**src/rtl/seg_display_ctrl_pkg.sv**
```systemverilog
// rtl/seg_display_ctrl_pkg.sv - shared encodings for the 7-segment display controller
package seg_display_ctrl_pkg;

  typedef enum logic [2:0] {
    OP_SYSCALL = 3'd0,
    OP_CYCLE   = 3'd1,
    OP_UNCOND  = 3'd2,
    OP_COND    = 3'd3,
    OP_RAM     = 3'd4,
    OP_PC      = 3'd5,
    OP_INSTR   = 3'd6,
    OP_ADDR    = 3'd7
  } display_op_e;

  localparam logic [1:0] S_IDLE  = 2'd0;
  localparam logic [1:0] S_ADDR  = 2'd1;
  localparam logic [1:0] S_WAIT  = 2'd2;
  localparam logic [1:0] S_LATCH = 2'd3;

  // Active-low {dp,g,f,e,d,c,b,a}; dp is never lit.
  localparam logic [7:0] SEG_0     = 8'hC0;
  localparam logic [7:0] SEG_1     = 8'hF9;
  localparam logic [7:0] SEG_2     = 8'hA4;
  localparam logic [7:0] SEG_3     = 8'hB0;
  localparam logic [7:0] SEG_4     = 8'h99;
  localparam logic [7:0] SEG_5     = 8'h92;
  localparam logic [7:0] SEG_6     = 8'h82;
  localparam logic [7:0] SEG_7     = 8'hF8;
  localparam logic [7:0] SEG_8     = 8'h80;
  localparam logic [7:0] SEG_9     = 8'h90;
  localparam logic [7:0] SEG_A     = 8'h88;
  localparam logic [7:0] SEG_B     = 8'h83;
  localparam logic [7:0] SEG_C     = 8'hC6;
  localparam logic [7:0] SEG_D     = 8'hA1;
  localparam logic [7:0] SEG_E     = 8'h86;
  localparam logic [7:0] SEG_F     = 8'h8E;
  localparam logic [7:0] SEG_BLANK = 8'hFF;

endpackage

```
**src/rtl/seg_display_ctrl_if.sv**
```systemverilog
// rtl/seg_display_ctrl_if.sv - RAM display read port and multiplexed display outputs
interface seg_display_ctrl_if;

  logic [9:0]  ram_rd_addr;
  logic [31:0] ram_rd_data;
  logic [7:0]  an;
  logic [7:0]  seg;
  logic [31:0] shown_value;

  modport master (
    output ram_rd_addr,
    output an,
    output seg,
    output shown_value,
    input  ram_rd_data
  );

  modport slave (
    input  ram_rd_addr,
    input  an,
    input  seg,
    input  shown_value,
    output ram_rd_data
  );

endinterface

```
**src/rtl/hex_to_seg7.sv**
```systemverilog
// rtl/hex_to_seg7.sv - combinational hex nibble to active-low 7-segment pattern
module hex_to_seg7
  import seg_display_ctrl_pkg::*;
(
  input  logic [3:0] nibble,
  output logic [7:0] pattern
);

  always_comb begin
    pattern = SEG_BLANK;
    case (nibble)
      4'h0: pattern = SEG_0;
      4'h1: pattern = SEG_1;
      4'h2: pattern = SEG_2;
      4'h3: pattern = SEG_3;
      4'h4: pattern = SEG_4;
      4'h5: pattern = SEG_5;
      4'h6: pattern = SEG_6;
      4'h7: pattern = SEG_7;
      4'h8: pattern = SEG_8;
      4'h9: pattern = SEG_9;
      4'hA: pattern = SEG_A;
      4'hB: pattern = SEG_B;
      4'hC: pattern = SEG_C;
      4'hD: pattern = SEG_D;
      4'hE: pattern = SEG_E;
      4'hF: pattern = SEG_F;
      default: pattern = SEG_BLANK;
    endcase
  end

endmodule

```
**src/rtl/seg_display_ctrl.sv**
```systemverilog
// rtl/seg_display_ctrl.sv - 8-digit hex scan of a selected CPU value, resampled once per frame
module seg_display_ctrl
  import seg_display_ctrl_pkg::*;
#(
  parameter int CLK_HZ   = 100_000_000,
  parameter int DIGIT_HZ = 1_000
) (
  input  logic                clk,
  input  logic                rst,
  input  logic [2:0]          display_op,
  input  logic [9:0]          ram_display_addr,
  input  logic [31:0]         pc,
  input  logic [31:0]         instr,
  input  logic [31:0]         cycle_cnt,
  input  logic [31:0]         uncond_cnt,
  input  logic [31:0]         cond_cnt,
  input  logic [31:0]         syscall_val,
  seg_display_ctrl_if.master  disp
);

  localparam int TICK = CLK_HZ / DIGIT_HZ;
  localparam int PW   = (TICK > 1) ? $clog2(TICK) : 1;

  logic [PW-1:0] prescaler;
  logic [2:0]    digit;
  logic          tick_wrap;
  logic          frame_end;
  logic [1:0]    state;
  display_op_e   op_q;
  logic [31:0]   src_value;
  logic [3:0]    cur_nibble;
  logic [7:0]    cur_pattern;

  assign tick_wrap = (prescaler == PW'(TICK - 1));
  assign frame_end = tick_wrap && (digit == 3'd7);

  always_ff @(posedge clk) begin
    if (rst) begin
      prescaler <= '0;
      digit     <= '0;
    end else if (tick_wrap) begin
      prescaler <= '0;
      digit     <= digit + 3'd1;
    end else begin
      prescaler <= prescaler + PW'(1);
    end
  end

  // Op 7 shows the latched address so it cannot change mid-frame either.
  always_comb begin
    src_value = syscall_val;
    case (op_q)
      OP_SYSCALL: src_value = syscall_val;
      OP_CYCLE:   src_value = cycle_cnt;
      OP_UNCOND:  src_value = uncond_cnt;
      OP_COND:    src_value = cond_cnt;
      OP_RAM:     src_value = disp.ram_rd_data;
      OP_PC:      src_value = pc;
      OP_INSTR:   src_value = instr;
      OP_ADDR:    src_value = {22'b0, disp.ram_rd_addr};
      default:    src_value = syscall_val;
    endcase
  end

  // Starting in S_ADDR makes the first fetch begin right after reset releases.
  always_ff @(posedge clk) begin
    if (rst) begin
      state            <= S_ADDR;
      op_q             <= OP_SYSCALL;
      disp.ram_rd_addr <= '0;
      disp.shown_value <= '0;
    end else begin
      case (state)
        S_IDLE: begin
          if (frame_end) state <= S_ADDR;
        end
        S_ADDR: begin
          disp.ram_rd_addr <= ram_display_addr;
          op_q             <= display_op_e'(display_op);
          state            <= S_WAIT;
        end
        S_WAIT: begin
          state <= S_LATCH;
        end
        S_LATCH: begin
          disp.shown_value <= src_value;
          state            <= S_IDLE;
        end
        default: state <= S_IDLE;
      endcase
    end
  end

  assign cur_nibble = disp.shown_value[4*digit +: 4];

  hex_to_seg7 u_hex_to_seg7 (
    .nibble  (cur_nibble),
    .pattern (cur_pattern)
  );

  always_ff @(posedge clk) begin
    if (rst) begin
      disp.an  <= 8'hFF;
      disp.seg <= SEG_BLANK;
    end else begin
      disp.an  <= ~(8'b1 << digit);
      disp.seg <= cur_pattern;
    end
  end

endmodule

```
**src/flat_wrapper.sv**
```systemverilog
// flat-port wrapper written by rule: the top's interface ports become plain ports
module seg_display_ctrl_flat import seg_display_ctrl_pkg::*;
#(
  parameter int CLK_HZ   = 100_000_000,
  parameter int DIGIT_HZ = 1_000
)
  (clk, rst, display_op, ram_display_addr, pc, instr, cycle_cnt, uncond_cnt, cond_cnt, syscall_val, disp_ram_rd_addr, disp_an, disp_seg, disp_shown_value, disp_ram_rd_data);
  seg_display_ctrl_if disp_i ();
  input  logic clk;
  input  logic rst;
  input  logic [2:0] display_op;
  input  logic [9:0] ram_display_addr;
  input  logic [31:0] pc;
  input  logic [31:0] instr;
  input  logic [31:0] cycle_cnt;
  input  logic [31:0] uncond_cnt;
  input  logic [31:0] cond_cnt;
  input  logic [31:0] syscall_val;
  output wire logic [$bits(disp_i.ram_rd_addr)-1:0] disp_ram_rd_addr;
  output wire logic [$bits(disp_i.an)-1:0] disp_an;
  output wire logic [$bits(disp_i.seg)-1:0] disp_seg;
  output wire logic [$bits(disp_i.shown_value)-1:0] disp_shown_value;
  input wire logic [$bits(disp_i.ram_rd_data)-1:0] disp_ram_rd_data;
  assign disp_ram_rd_addr = disp_i.ram_rd_addr;
  assign disp_an = disp_i.an;
  assign disp_seg = disp_i.seg;
  assign disp_shown_value = disp_i.shown_value;
  assign disp_i.ram_rd_data = disp_ram_rd_data;
  seg_display_ctrl #(.CLK_HZ(CLK_HZ), .DIGIT_HZ(DIGIT_HZ)) u_core (.clk(clk), .rst(rst), .display_op(display_op), .ram_display_addr(ram_display_addr), .pc(pc), .instr(instr), .cycle_cnt(cycle_cnt), .uncond_cnt(uncond_cnt), .cond_cnt(cond_cnt), .syscall_val(syscall_val), .disp(disp_i));
endmodule
```
**config.mk**
```make
export PLATFORM = sky130hd
export DESIGN_NAME = seg_display_ctrl_flat
export DESIGN_NICKNAME = d
export VERILOG_FILES = /design/src/rtl/seg_display_ctrl_pkg.sv /design/src/rtl/seg_display_ctrl_if.sv /design/src/rtl/hex_to_seg7.sv /design/src/rtl/seg_display_ctrl.sv /design/src/flat_wrapper.sv
export SDC_FILE = /design/constraint.sdc
export NUM_CORES = 1
export LEC_CHECK = 0
export ABC_AREA = 1
export BUFFER_PORTS_ARGS = -buffer_cell sky130_fd_sc_hd__buf_2
export CAP_MARGIN = 20
export CORE_ASPECT_RATIO = 0.8
export CORE_MARGIN = 4
export CORE_UTILIZATION = 34
export CTS_BUF_LIST = sky130_fd_sc_hd__clkbuf_16
export CTS_CLUSTER_SIZE = 20
export DETAILED_ROUTE_END_ITERATION = 8
export SLEW_MARGIN = 20
export SYNTH_ARGS = -nofsm -noshare
export SYNTH_HDL_FRONTEND = slang
export SYNTH_HIERARCHICAL = 1
export SYNTH_SLANG_ARGS = --single-unit
export TNS_END_PERCENT = 5
```
**constraint.sdc**
```tcl
create_clock -name clk -period 5.29 [get_ports clk]
set_input_delay 0.529 -clock clk [delete_from_list [all_inputs] [get_ports clk]]
set_output_delay 0.529 -clock clk [all_outputs]
set_load 0.01 [all_outputs]
```
; ---- Yosys cells after proc, flatten, opt, wreduce, memory -nomap -nowiden
; Memories as Yosys holds them, arrays and structs flattened. A register that Yosys moved wholly into a read port is not among the register bits.
; Cells that the tools add are included.
[totals]
input_bits = 239
mem_count = 1
output_inout_bits = 58
romBits = 112
reg_bits = 83
[classes]
reduce_logical = 4
mux = 3
n_eq_ne = 13
shift = 2
bitwise = 1
addsub = 2
[mem_list]
columns = name, depth, width, read_ports, rd_ports_with_merged_regs, wr, line_no
row1 = (no name shown), 16, 7, 1, 1, 0, hex_to_seg7.sv:11  ; case (nibble)
[op_table]
columns = op, count
row1 = $pmux W32 S8, 1
row2 = $shiftx A32 B6 Y4, 1
row3 = $add A17 B1 Y17 const B, 1
row4 = $eq A17 B17 Y1 const B, 1
row5 = $eq A3 B3 Y1 const B, 5
row6 = $not A8 Y8, 1
row7 = $pmux W2 S4, 1
row8 = $shl A1 B3 Y8 const A, 1
row9 = $eq A3 B2 Y1 const B, 2
row10 = $eq A2 B2 Y1 const B, 2
row11 = $add A3 B1 Y3 const B, 1
row12 = $eq A3 B1 Y1 const B, 1
row13 = $logic_not A3 Y1, 1
row14 = $eq A2 B1 Y1 const B, 1
row15 = $logic_not A2 Y1, 1
row16 = $mux W2, 1
row17 = $ne A2 B1 Y1 const B, 1
row18 = $reduce_or A2 Y1, 1
row19 = $logic_and A1 B1 Y1, 1

; ---- Depth between registers and ports, before layout
[depth]
depth_word = 4
mapped_depth = 13

; ---- Modules after synthesis
; Netlist, hierarchy kept.
[by_module_without_submodules]
columns = mod, seq_area_each_um2, cells_each, area_each_um2, n_inst
row1 = seg_display_ctrl, 1661.6, 979, 5786.8, 1
row2 = hex_to_seg7, 0.0, 51, 285.3, 1

; ---- Least setup slack after synthesis
; No wires, ideal clock.
[synth_timing]
path_type = reg-to-reg
start = reg u_core.digit[0]
end = reg u_core.disp.seg[3]
path_buffers = 2
path_slack_ns = 2.956
required_ns = 5.167
synth_period_minus_slack_ns = 2.334
path_stages_with_launch = 12
arrival_ns = 2.211
path_cell_list = dfxtp_1 buf_2 clkinv_1 clkbuf_1 o21ai_0 a31oi_1 inv_1 ha_1 nand2_1 nand3_1 nand2_1 or2_2
[synth_between]
elab_chain_len = 1
[synth_lines]
columns = item, line_no
row1 = start: declaration, seg_display_ctrl.sv:25  ; logic [2:0] digit;
row2 = start signal: assignment, seg_display_ctrl.sv:43  ; digit <= digit + 3'd1;
row3 = $shiftx A32 B6 Y4, seg_display_ctrl.sv:94  ; assign cur_nibble = disp.shown_value[4*digit +: 4];
row4 = named net u_core.cur_nibble[1], seg_display_ctrl.sv:31  ; logic [3:0] cur_nibble;
row5 = end: declaration, seg_display_ctrl_if.sv:13  ; output seg,
; The timed path passes the listed nets, and every way through them passes these cells.
; A chain may end at the register's enable or synchronous reset.

; ---- Worst setup path after layout
[layout_timing]
start = reg u_core.digit[0]
end = reg u_core.disp.seg[4]
; Same word-level chain as after synthesis.

==> impl_metrics.py <==
metrics = {
    "outcome": {
        "status": "complete, no violations",
    },
    "power_and_ir_drop": {
        "powerDensity_nw_per_um2": 406,
        "swShare_pct": 47.3,
        "p_clk_share_pct": 19.3,
        "power.leakage_uw": 0.00423,
        "comb_power_share_pct": 52.4,
        "p_int_uw": 1690,
        "ir_drop_uv": 185,
        "seqPwrFrac_pct": 28.4,
        "switchingPower_uw": 1520,
    },
    "global_route": {
        "antenna_found_initial": 4,
        "grt.busiest_layer": "met2",
        "gr-usage-met3_pct": 5.59,
        "overflow": 0,
        "grt.total_usage_pct": 23.4,
        "grt_pass1_vias": 6841,
        "grtUsageMet2_pct": 38.9,
        "met1_usage_pct": 31.2,
        "grt_first_pass_wirelength_mm": 36.8,
        "grt_max_degree": 49,
    },
    "worst_hold_path": {
        "worstHoldPathType": "in -> reg",
    },
    "sta": {
        "fin_crit_sh_pct": 55.7,
        "finalMaxSlewViolations": 0,
        "hold_violations": 0,
        "slew_headroom_pct": 30.1,
        "whs_ns": 0.422,
        "fin_setup_tns_ns": 0,
        "rsz0062_at_grt": "no",
        "period_minus_slack_ns": 2.95,
        "fmax_mhz": 339,
        "tightest_slew_ns": 1.05,
        "fin_skew_ns": 0.00931,
        "setup_viol": 0,
    },
    "logic_synthesis": {
        "avgSynthCellArea_um2": 5.90,
        "synth.top_cell.area_share_pct": 27.4,
        "synth_area_um2": 6070,
        "synth-edff-count": 0,
        "async_flop_share_pct": 0,
        "synth-seq-cells": 83,
        "synth_cell_type_count": 37,
        "ys_seq_area_share_pct": 27.4,
        "ys.flop_type": "dfxtp_1",
        "synth_area_leader_cell": "dfxtp_1",
        "synthTopCellsByArea": "dfxtp_1 (27%), inv_1 (12%), nor2_1 (10%), o21ai_0 (9.9%), nand2_1 (9.7%)",
        "syn-num-nets": 1288,
        "ys_warn_count": 6,
        "synthCells": 1030,
    },
    "place": {
        "io_buffers": 296,
        "place_area_um2": 7590,
        "post-dp-hpwl_mm": 19.5,
        "gp_congestion": 0.907,
    },
    "floorplan": {
        "fp.dieW_um": 157,
        "core_um2": 17400,
        "ioPinCount": 297,
        "dieArea_um2": 20100,
        "start_util_pct": 34.8,
        "rows": 43,
        "dieHeight_um": 128,
    },
    "clocking": {
        "htreeDepth": 3,
        "cts_tree": "built",
        "numCtsBuffers": 9,
        "postCtsHoldBufs": 0,
        "clk_pin_slew_ns": 0.06,
        "post_cts_buffers": 0,
        "cts_root_buf": "clkbuf_16",
        "clk_path_buf_depth": 2,
        "cts_resized": 0,
        "clock-sinks": 83,
        "clock_latency_ns": 0.34,
    },
    "worst_setup_path": {
        "cp_common_cell": "nand2_1",
        "slowest_delay_ns": 0.70,
        "crit_arrival_ns": 3.16,
        "cp_max_fo": 20,
        "worst_setup_path_start_kind": "flop",
        "crit_buf_inv": 2,
        "cp.required_ns": 5.51,
        "crit_path_end_kind": "flop",
        "slowest_stage": "dfxtp_1",
        "critical_path_class": "reg -> reg",
        "crit_family": "buffers and inverters",
        "worstPathCellList": "clkinv_1 -> o21ai_0 -> a31oi_1 -> inv_1 -> nand2_1 -> nand3_1 -> nand2_1 -> or2_2",
    },
    "cells_and_area": {
        "final_layout_size_suffix_gt1_share_pct": 26.4,
        "n_fill_cell": 1944,
        "final_cell_mix": "buf_2 (296), inv_1 (191), nor2_1 (165)",
        "final_common_cell": "buf_2",
        "stdcell_area_um2": 7890,
        "area_growth_pct": 30.0,
        "nets": 1548,
    },
    "run": {
        "maxCapViolCount": 0,
    },
    "route": {
        "drt-pass1-iter-count": 5,
        "drt-total-wl_mm": 24.7,
        "dr.first_iter.drc_count": 630,
        "num_vias": 7447,
        "vias_per_cell": 4.89,
        "ant_nets": 0,
        "drc": 0,
        "wl_per_cell_um": 16.2,
    },
}
[through the flow]
step	instances	worst slack (ns)	total power (µW)	util, %
6_report	1523	2.34	3210	45.3
5_1_grt	1522	2.01	3460	45.3
4_1_cts	1520	2.43	3210	45.2
3_5_place_dp	1504	2.44	2580	43.5
3_3_place_gp	1504	2.49	2570	43.5
2_1_floorplan	1030	2.96	2000	-
[worst register-to-register path, delay by kind of cell (launching register included)]
family,cells,cell delay [ns]
flip-flops,1,0.70
buffers and inverters,2,0.82
AO/OA/AOI/OAI,2,0.81
AND/OR/NAND/NOR,4,0.50
[flip-flops by register name, indices dropped and copies added (netlist names)]
register                 flops
u_core/disp.ram_rd_addr     10
u_core/op_q                  3
u_core/state                 2
u_core/prescaler            17
u_core/disp.shown_value     32
u_core/digit                 3
u_core/disp.an               8
u_core/disp.seg              8
[worst paths after layout]
kind	slack [ns]	cells after the start	end	start
worst max-delay path	2.34	8	u_core/disp.seg[4]	u_core/digit[0]
worst min-delay path	0.42	3	u_core/disp.ram_rd_addr[7]	ram_display_addr[7]
worst max register to register	2.34	8	u_core/disp.seg[4]	u_core/digit[0]
worst min register to register	0.45	1	u_core/prescaler[0]	u_core/prescaler[0]
[area by class of cell]
| class | count | area (µm²) | area share, % |
|---|---|---|---|
| Antenna cell | 3 | 7.51 | 0.0951 |
| Tap cell | 225 | 282 | 3.57 |
| Multi-Input combinational cell | 697 | 3380 | 42.9 |
| Timing Repair Buffer | 300 | 1510 | 19.2 |
| Clock inverter | 7 | 68.8 | 0.872 |
| Sequential cell | 83 | 1660 | 21.1 |
| Inverter | 199 | 749 | 9.50 |
| Clock buffer | 9 | 225 | 2.85 |
[synth_stat cells (9+ instances only)]
cell type and number:
a21oi_1 39, buf_2 23, clkbuf_1 17, dfxtp_1 83, ha_1 19, inv_1 190
nand2_1 157, nand3_1 81, nand4_1 30, nor2_1 165, o21ai_0 120, o21ai_1 37
or2_2 9
[power by group through the flow]
stage | Sequential [µW] | Combinational, µW | Clock (µW)
after detailed placement | 924 | 1660 | 0
after global routing | 924 | 1870 | 663
after floorplan | 923 | 1080 | 0
after CTS | 911 | 1660 | 635
final | 909 | 1680 | 618
after global placement | 926 | 1650 | 0
[kinds of logic (layout without fill, tap and decap cells)]
family	Yosys count	count (layout)	synth area share, %
flops	83	83	27.4
compound gates	206	206	17.3
other cells	1	4	0.0618
simple gates	467	467	33.9
xor+xnor	4	4	0.577
fa+ha+maj	19	19	3.92
buf+inv	250	515	16.9
[metal layers]
layer  routed length [µm]  share of wire (%)
met5                   22              0.089
met4                  440                1.8
met3                 2240                9.1
met2                11300                 45
met1                10800                 44
(Power assumes the default switching activity.)
